`src/rtl/seg7_mux_driver.sv`:
```
// Time-multiplexed seven-segment driver with a frame-synchronous shadow value,
// anti-ghosting blank gaps, leading-zero suppression and per-digit decimal points.
module seg7_mux_driver #(
  parameter int unsigned DIGITS       = 4,
  parameter int unsigned REFRESH_DIV  = 1000,
  parameter int unsigned BLANK_CYCLES = 2
) (
  input  logic                  clk,
  input  logic                  rst,
  input  logic [4*DIGITS-1:0]   value,
  input  logic [DIGITS-1:0]     dp_in,
  input  logic                  load,
  input  logic                  en,
  input  logic                  lz_suppress,
  output logic [6:0]            seg,
  output logic                  dp,
  output logic [DIGITS-1:0]     an,
  output logic                  pending
);

  localparam int unsigned CW = $clog2(REFRESH_DIV);
  localparam int unsigned IW = $clog2(DIGITS);
  localparam logic [CW-1:0] CntMax   = CW'(REFRESH_DIV - 1);
  localparam logic [CW-1:0] BlankLim = CW'(BLANK_CYCLES);
  localparam logic [IW-1:0] IdxMax   = IW'(DIGITS - 1);

  logic [CW-1:0]       cnt_q, cnt_d;
  logic [IW-1:0]       idx_q, idx_d;
  logic [4*DIGITS-1:0] shown_val_q, shown_val_d;
  logic [DIGITS-1:0]   shown_dp_q, shown_dp_d;
  logic [4*DIGITS-1:0] pend_val_q, pend_val_d;
  logic [DIGITS-1:0]   pend_dp_q, pend_dp_d;
  logic                pending_q, pending_d;
  logic [6:0]          seg_q, seg_d;
  logic                dp_q, dp_d;
  logic [DIGITS-1:0]   an_q, an_d;

  logic                cnt_wrap;
  logic                apply;
  logic                blank;
  logic [3:0]          nib;
  logic [DIGITS-1:0]   supp;
  logic                zero_above;

  function automatic logic [6:0] hex7(input logic [3:0] n);
    logic [6:0] s;
    case (n)
      4'h0:    s = 7'h5F;
      4'h1:    s = 7'h03;
      4'h2:    s = 7'h76;
      4'h3:    s = 7'h73;
      4'h4:    s = 7'h2B;
      4'h5:    s = 7'h79;
      4'h6:    s = 7'h7D;
      4'h7:    s = 7'h43;
      4'h8:    s = 7'h7F;
      4'h9:    s = 7'h7B;
      4'hA:    s = 7'h6F;
      4'hB:    s = 7'h3D;
      4'hC:    s = 7'h5C;
      4'hD:    s = 7'h37;
      4'hE:    s = 7'h7C;
      default: s = 7'h6C;
    endcase
    return s;
  endfunction

  assign cnt_wrap = (cnt_q == CntMax);
  // Shadow copy is refreshed on the frame boundary, or freely while scanning is off.
  assign apply    = !en || (cnt_wrap && (idx_q == IdxMax));

  // Prescaler and digit index advance.
  always_comb begin
    cnt_d = cnt_q;
    idx_d = idx_q;
    if (!en) begin
      cnt_d = '0;
      idx_d = '0;
    end else if (cnt_wrap) begin
      cnt_d = '0;
      idx_d = (idx_q == IdxMax) ? '0 : idx_q + 1'b1;
    end else begin
      cnt_d = cnt_q + 1'b1;
    end
  end

  // Pending/shown double buffer; a load on the apply edge bypasses the pending stage.
  always_comb begin
    shown_val_d = shown_val_q;
    shown_dp_d  = shown_dp_q;
    pend_val_d  = pend_val_q;
    pend_dp_d   = pend_dp_q;
    pending_d   = pending_q;
    if (load) begin
      pend_val_d = value;
      pend_dp_d  = dp_in;
    end
    if (apply) begin
      if (load) begin
        shown_val_d = value;
        shown_dp_d  = dp_in;
      end else if (pending_q) begin
        shown_val_d = pend_val_q;
        shown_dp_d  = pend_dp_q;
      end
      pending_d = 1'b0;
    end else if (load) begin
      pending_d = 1'b1;
    end
  end

  // Leading-zero map: a digit is blanked when it and every higher digit are zero.
  always_comb begin
    supp       = '0;
    zero_above = 1'b1;
    for (int k = DIGITS - 1; k >= 0; k--) begin
      zero_above = zero_above && (shown_val_q[4*k +: 4] == 4'h0);
      supp[k]    = lz_suppress && zero_above && (k != 0);
    end
  end

  assign blank = (cnt_q < BlankLim);
  assign nib   = shown_val_q[{idx_q, 2'b00} +: 4];

  // Next display outputs for the currently selected slot.
  always_comb begin
    seg_d = '0;
    dp_d  = 1'b0;
    an_d  = '0;
    if (en && !blank) begin
      an_d = DIGITS'(1) << idx_q;
      dp_d = shown_dp_q[idx_q];
      if (!supp[idx_q]) begin
        seg_d = hex7(nib);
      end
    end
  end

  // State and registered outputs.
  always_ff @(posedge clk or posedge rst) begin
    if (rst) begin
      cnt_q       <= '0;
      idx_q       <= '0;
      shown_val_q <= '0;
      shown_dp_q  <= '0;
      pend_val_q  <= '0;
      pend_dp_q   <= '0;
      pending_q   <= 1'b0;
      seg_q       <= '0;
      dp_q        <= 1'b0;
      an_q        <= '0;
    end else begin
      cnt_q       <= cnt_d;
      idx_q       <= idx_d;
      shown_val_q <= shown_val_d;
      shown_dp_q  <= shown_dp_d;
      pend_val_q  <= pend_val_d;
      pend_dp_q   <= pend_dp_d;
      pending_q   <= pending_d;
      seg_q       <= seg_d;
      dp_q        <= dp_d;
      an_q        <= an_d;
    end
  end

  assign seg     = seg_q;
  assign dp      = dp_q;
  assign an      = an_q;
  assign pending = pending_q;

endmodule

```
`config.mk`:
```
export PLATFORM = sky130hd
export DESIGN_NAME = seg7_mux_driver
export DESIGN_NICKNAME = d
export VERILOG_FILES = /design/src/rtl/seg7_mux_driver.sv
export SDC_FILE = /design/constraint.sdc
export NUM_CORES = 1
export LEC_CHECK = 0
export BUFFER_PORTS_ARGS = -buffer_cell sky130_fd_sc_hd__buf_2
export CAP_MARGIN = 30
export CORE_ASPECT_RATIO = 0.7
export CORE_UTILIZATION = 47
export DETAILED_ROUTE_END_ITERATION = 10
export GPL_ROUTABILITY_DRIVEN = 0
export PLACE_DENSITY_LB_ADDON = 0.08
export SYNTH_ARGS = -nofsm -noshare
export SYNTH_HDL_FRONTEND = slang
export SYNTH_SLANG_ARGS = --single-unit
```
`constraint.sdc`:
```
create_clock -name clk -period 6.3 [get_ports clk]
set_input_delay 0.63 -clock clk [delete_from_list [all_inputs] [get_ports clk]]
set_output_delay 0.63 -clock clk [all_outputs]
set_load 0.05 [all_outputs]
```
==> metrics.txt, run 1 <==
status complete, no violations; FMAX approximately 0.41 GHz; Async SR Flop Fraction 1.00; Initial Util 0.493; ant diodes 0; # port buffers 37; crit-path most repeated cell a21oi_1; Resized cells post-CTS 0; Layout area overhead 13.5%; Clock Sinks between 60 and 70; layout cells sized above 1 0.378; Crit. End Element flip-flop; top_reg_cell synth dfrtp_1; clk slew on worst S/H paths 0.06 ns; hold-fix buffer count after cts 0; Critical Path Fanout Max 12; Power per Cell Area 294 nW/um2; Worst path max stage delay 0.72 ns; largest net degree at the start of global routing 66; hpwl dp roughly 3700 um; CP Launch Type flip-flop; WL per Instance 15.4 um; min Tclk post-route ~2.4 ns; cell taking the most area after synthesis dfrtp_1; relative slew slack 0.463; Rows 24; RSZ-0062 raised after global routing false; initial antenna violation count 0; Mapped Cells 229; WL final 5440 um; Leak Pwr 1.66 nW; Die W 98.9 um; max-capacitance violation count 0; Die Y-Extent 69.9 um; core area 6280 um2; first-pass GRT wire length 9360 um; grt total ovfl 0; DP Area 3310 um2; GRT Util Overall 0.180; drt via density roughly 5.1; CTS tree yes; Slowest-stage cell, CP mux4_1; Iter 0 DRT Violations 82; Worst Hold Slack 0.498 ns; final worst-path cycle share 0.383; Die Area about 7000 um2; setup TNS 0 ns; # IOs 38; HP Class flip-flop to flip-flop; Crit Path Category flip-flop to flip-flop; mapped cell area 3090 um2; Setup Fix Bufs, Post-CTS 0; Skew-Pair Late Insertion Delay between 0.3 and 0.4 ns; vias in the first global route around 1.9k; clk_skew 0.00744 ns; CP Cell Sequence mux4_1, inv_1, ha_1, mux2i_1, a21oi_1, a21o_1, a21oi_1; largest cells by area after synthesis dfrtp_1 (53%), mux2_4 (11%), mux2_2 (7.6%), ha_1 (4.0%), mux4_1 (2.5%); nets about 300; final setup violation count 0; final hold vios 0; Power Total 1.03 mW; buffer depth of the longest clock path 2; WP data required 6.49 ns; fin. max-slew vios 0; DRC Markers 0; CTS Buf Count 9; Synthesized Nets 264; Slew @ Worst Pin 0.806 ns; EDFF count, synth 0; FF+latch count, synth 65; peak supply drop between 0.1 and 0.15 mV; register area share after synthesis 0.526; 1st-pass router iterations 4; Synth warnings 0; root buf cell clkbuf_8; design area 3510 um2; Final ANT Viol Nets 0; CP Data Arrival Time 2.60 ns; Fill cells 557; Yosys cell types 37; H-tree Lvls 3; fin util 0.559; CP Buf/Inv Count 1; CP delay by family, top multiplexers; Synth top area share 0.526; vias 1814; Avg Synthesized Cell Area 13.5 um2
[worst register-to-register path, cell delays in order, from the launching register on]
cell and delay (ns):
dfrtp_1 0.62, mux4_1 0.72, inv_1 0.15, ha_1 0.33, mux2i_1 0.12, a21oi_1 0.15, a21o_1 0.13, a21oi_1 0.05
[power breakdown]
part           leakage (nW)  switching [mW]  internal, mW
sequential            0.811          0.0274         0.463
clock                0.0953           0.152         0.192
combinational         0.756           0.103        0.0958
[flip-flops by register name, summed over array words and instances, names as in the netlist]
name	count
shown_val_q	16
shown_dp_q	4
idx_q	2
pend_val_q	16
pend_dp_q	4
cnt_q	10
pending	1
seg	7
dp	1
an	4
[worst paths after layout]
kind                              start      endpoint  slack [ns]  depth (start not counted)
min reg2reg                pend_dp_q[0]  pend_dp_q[0]        0.50                          1
max in group asynchronous           rst        seg[6]        5.25                          3
max reg2reg                    idx_q[0]        seg[6]        3.88                          7
min                        pend_dp_q[0]  pend_dp_q[0]        0.50                          1
max                            idx_q[0]        seg[6]        3.88                          7
min in group asynchronous           rst      cnt_q[9]        0.51                          3
[synthesized netlist by cell type (4+ instances only)]
master and instances:
dfrtp_1 65, mux2_4 23, mux2_2 21, nor2_1 18
ha_1 10, nand2_1 8, inv_1 7, a21oi_1 6
mux2i_1 6, and2_1 5, and3_1 5, nand3_1 5
xnor2_1 5, buf_6 4, nor3_1 4
[through the flow]
stage | std cells | worst slack, ns
global route | 353 | 3.66
floorplan | 229 | 4.04
detailed placement | 337 | 3.89
finish | 353 | 3.88
CTS | 353 | 3.89
global placement | 337 | 4.01
[layer usage]
metal	GRT usage	vias to the layer above	share of wire
met1	0.263	874	0.54
met4	0.0580	0	0.013
met3	0.0671	9	0.041
li1	-	899	-
met2	0.246	32	0.41
met5	0	-	0
[layout make-up]
type / instances / area, um2 / area share
clock buffer: 11 / 141 / 0.0403
clock inverter: 5 / 55.1 / 0.0157
inverter: 7 / 26.3 / 0.00749
multi-input combinational: 148 / 1360 / 0.388
sequential: 65 / 1630 / 0.464
tap: 78 / 97.6 / 0.0278
timing repair buffer: 39 / 200 / 0.0571
[cells by family (layout without fill, tap and decap cells)]
family	after synthesis	in the layout	synth area share
adder cells (fa/ha/maj)	10	10	0.0405
AO/OA/AOI/OAI	22	22	0.0490
buffers and inverters	16	62	0.0336
flip-flops	65	65	0.526
AND/OR/NAND/NOR	55	55	0.0951
XOR/XNOR	8	8	0.0227
multiplexers	53	53	0.233
[cell usage in the layout (no fill, tap or decap), types with 8 or more instances in the layout]
cell and instances:
dfrtp_1 65, buf_2 37, mux2_4 23, mux2_2 21, nor2_1 18, ha_1 10
clkbuf_8 10, nand2_1 8
Power figures use the tool's default switching activity.
==> inputs of run 2 (changes only) <==
- ABC_AREA: default -> 1
- clock period: 6.3 -> 2.35 ns (I/O delays scaled with it)
==> run 2 against run 1 <==
Effect of this change:
- synthesized cell count increased by 78%
- sequential share of layout area decreased by 3.2 points
- sequential power increased to 2.7 times the previous value
- design area increased by 7.3%
- total power increased to 3.0 times the previous value
- register-to-register slack got worse by 3.4 ns
- critical path type unchanged
==> metrics.txt, run 2 <==
status complete, no violations; peak supply drop 0.353 mV (+180%); Die Area 7410 um2 (+7.2%); Die Y-Extent 72.3 um (+3.5%); min Tclk post-route 1.86 ns (-0.555 ns); cell taking the most area after synthesis dfrtp_1; final setup violation count 0 (unchanged); Fill cells 682 (+22%); 1st-pass router iterations 4 (unchanged); EDFF count, synth 0 (unchanged); DR top layer met4; clk_skew 0.0122 ns (+0.00479 ns); Power Total 3.11 mW (+200%); clock power share 0.313 (-0.020); WP data required 2.63 ns (-3.86 ns); H-tree Lvls 3 (unchanged); CTS tree yes; Critical Path Fanout Max 12 (unchanged); first-pass GRT wire length 11800 um (+26%); # port buffers 37 (unchanged); CP startpoint idx_q[1]; CP Data Arrival Time 2.15 ns (-0.45 ns); reg-to-reg startpoint idx_q[1]; Power per Cell Area 827 nW/um2 (+180%); drt via density 4.89 (-4.9%); FF+latch count, synth 65 (unchanged); nets 479 (+57%); R2R Path End seg[4]; Synth top area share 0.490 (-0.0363); Skew-Pair Late Insertion Delay 0.35 ns (about the same); Synthesized Nets 442 (+67%); register area share after synthesis 0.490 (-0.0363); fin. max-slew vios 0 (unchanged); HP Class input port to flip-flop; hpwl dp 4690 um (+27%); Combinational Power Share 0.259 (+0.067); Largest regs pend_val_q (16), shown_val_q (16), cnt_q (10); layout cells sized above 1 0.198 (-0.180); root buf cell clkbuf_8; flop-to-flop setup slack 0.49 ns (-3.40 ns); CP Launch Type flip-flop; DRC Markers 0 (unchanged); Crit Path Category flip-flop to flip-flop; Iter 0 DRT Violations 109 (+33%); Crit. End Element flip-flop; # IOs 38 (unchanged); Mapped Cells 407 (+78%); RSZ-0062 raised after global routing false; setup TNS 0 ns (unchanged); top_reg_cell synth dfrtp_1; core area 6790 um2 (+8.2%); largest net degree at the start of global routing 66 (unchanged); final hold vios 0 (unchanged); sequential power share 0.428 (-0.047); GRT Util Overall 0.210 (+0.0304); Hold Crit Depth 3 (+2); Synth warnings 0 (unchanged); Yosys cell types 31 (-16%); vias 2655 (+46%); FMAX 0.538 GHz (+30%); grt total ovfl 0 (unchanged); max-capacitance violation count 0 (unchanged); CTS Buf Count 9 (unchanged); R2R depth 8 (+1); commonest non-fill, non-tap cell in the layout nand2_1; Resized cells post-CTS 0 (unchanged); Slew @ Worst Pin 0.607 ns (-0.199 ns); Final ANT Viol Nets 0 (unchanged); sw power 1.08 mW (+280%); mapped cell area 3320 um2 (+7.4%); top-count cell post-synth nand2_1; worst setup path end seg[4]; ant diodes 0 (unchanged); vias in the first global route 2539 (+36%); initial antenna violation count 0 (unchanged); Avg Synthesized Cell Area 8.16 um2 (-40%); WL final 6810 um (+25%); most frequent cells in the layout nand2_1 (164), dfrtp_1 (65), nor2_1 (38), buf_2 (37), nand4_1 (23); Async SR Flop Fraction 1.00 (unchanged); WL per Instance 12.5 um (-19%); largest cells by area after synthesis dfrtp_1 (49%), nand2_1 (19%), nand4_1 (4.3%), nor2_1 (4.3%), ha_1 (3.8%); Post-synth top cells nand2_1 (164), dfrtp_1 (65), nor2_1 (38), nand4_1 (23), inv_1 (22); final worst-path cycle share 0.792 (+0.408); Rows 25 (+4.2%); Initial Util 0.489 (-0.00341); Clock Sinks 65 (unchanged); Leak Pwr 2.02 nW (+22%); Met1 Wirelength 3580 um (+22%); Die W 102 um (+3.6%); met2 wire len 2870 um (+30%); buffer depth of the longest clock path 2 (unchanged); Cell Int Power 2.03 mW (+170%); switch share 0.348 (+0.0753); metal3 WL 293 um (+30%); relative slew slack 0.595 (+0.132); Layout area overhead 13.4% (about the same); clk slew on worst S/H paths 0.08 ns (+0.02 ns)
==> run 2: metrics by stage <==
step / setup WS, ns / instance area (um2) / hold WS, ns / util / instances
final: 0.490 / 3760 / 0.109 / 0.555 / 543
after CTS: 0.499 / 3760 / 0.0944 / 0.555 / 543
after global routing: 0.325 / 3760 / 0.110 / 0.555 / 543
after detailed placement: 0.514 / 3550 / 0.332 / 0.523 / 526
after floorplan: 0.489 / 3320 / 0.362 / - / 407
after global placement: 0.627 / 3550 / 0.335 / 0.523 / 526
==> run 2: cell type report <==
| cell class | count | area, um2 | share of cell area |
|---|---|---|---|
| Clock buffer | 10 | 138 | 0.0366 |
| Clock inverter | 6 | 67.6 | 0.0179 |
| Inverter | 25 | 98.8 | 0.0263 |
| Multi-Input combinational cell | 300 | 1470 | 0.391 |
| Sequential cell | 65 | 1630 | 0.432 |
| Tap cell | 94 | 118 | 0.0312 |
| Timing Repair Buffer | 43 | 245 | 0.0651 |
==> run 2: power by group through the flow <==
stage               sequential (mW)  combinational [mW]  clock (mW)
CTS                            1.33               0.811        1.01
finish                         1.33               0.806       0.975
floorplan                      1.40               0.595           0
detailed placement             1.35               0.806           0
global placement               1.35               0.794           0
global route                   1.35               0.916        1.05
==> run 2: worst min-delay path by stage <==
stage               startpoint             end  slack, ns
global route         value[14]  pend_val_q[14]       0.11
detailed placement         rst          seg[6]       0.33
floorplan                   en        cnt_q[4]       0.36
CTS                   value[7]   pend_val_q[7]       0.09
global placement           rst          seg[3]       0.33
finish                value[4]   pend_val_q[4]       0.11
==> run 2: layer usage <==
layer / global-route usage / vias to the layer above
li1: - / 1371
met1: 0.295 / 1211
met2: 0.311 / 62
met3: 0.0588 / 11
met4: 0.0730 / 0
met5: 0 / -
==> run 2: logic make-up (layout without fill, tap and decap cells) <==
group	Yosys count	after routing	synth area share
compound gates	16	16	0.0271
xor+xnor	1	1	0.00264
fa+ha+maj	10	10	0.0377
buf+inv	42	84	0.0671
flops	65	65	0.490
simple gates	273	273	0.376
==> run 2: critical path, stage by stage (launching register included) <==
cell,delay (ns)
dfrtp_1,0.65
clkinv_4,0.20
nand3_1,0.12
nand2_1,0.13
ha_1,0.33
nand3_1,0.12
nand3_2,0.09
nand2_1,0.05
nor2_1,0.10
==> run 2: what timing repair did <==
item / 4_1_cts / 5_1_grt
buffers inserted: 0 / 0
hold endpoints to repair: 65 / 0
hold buffers: 1 / 0
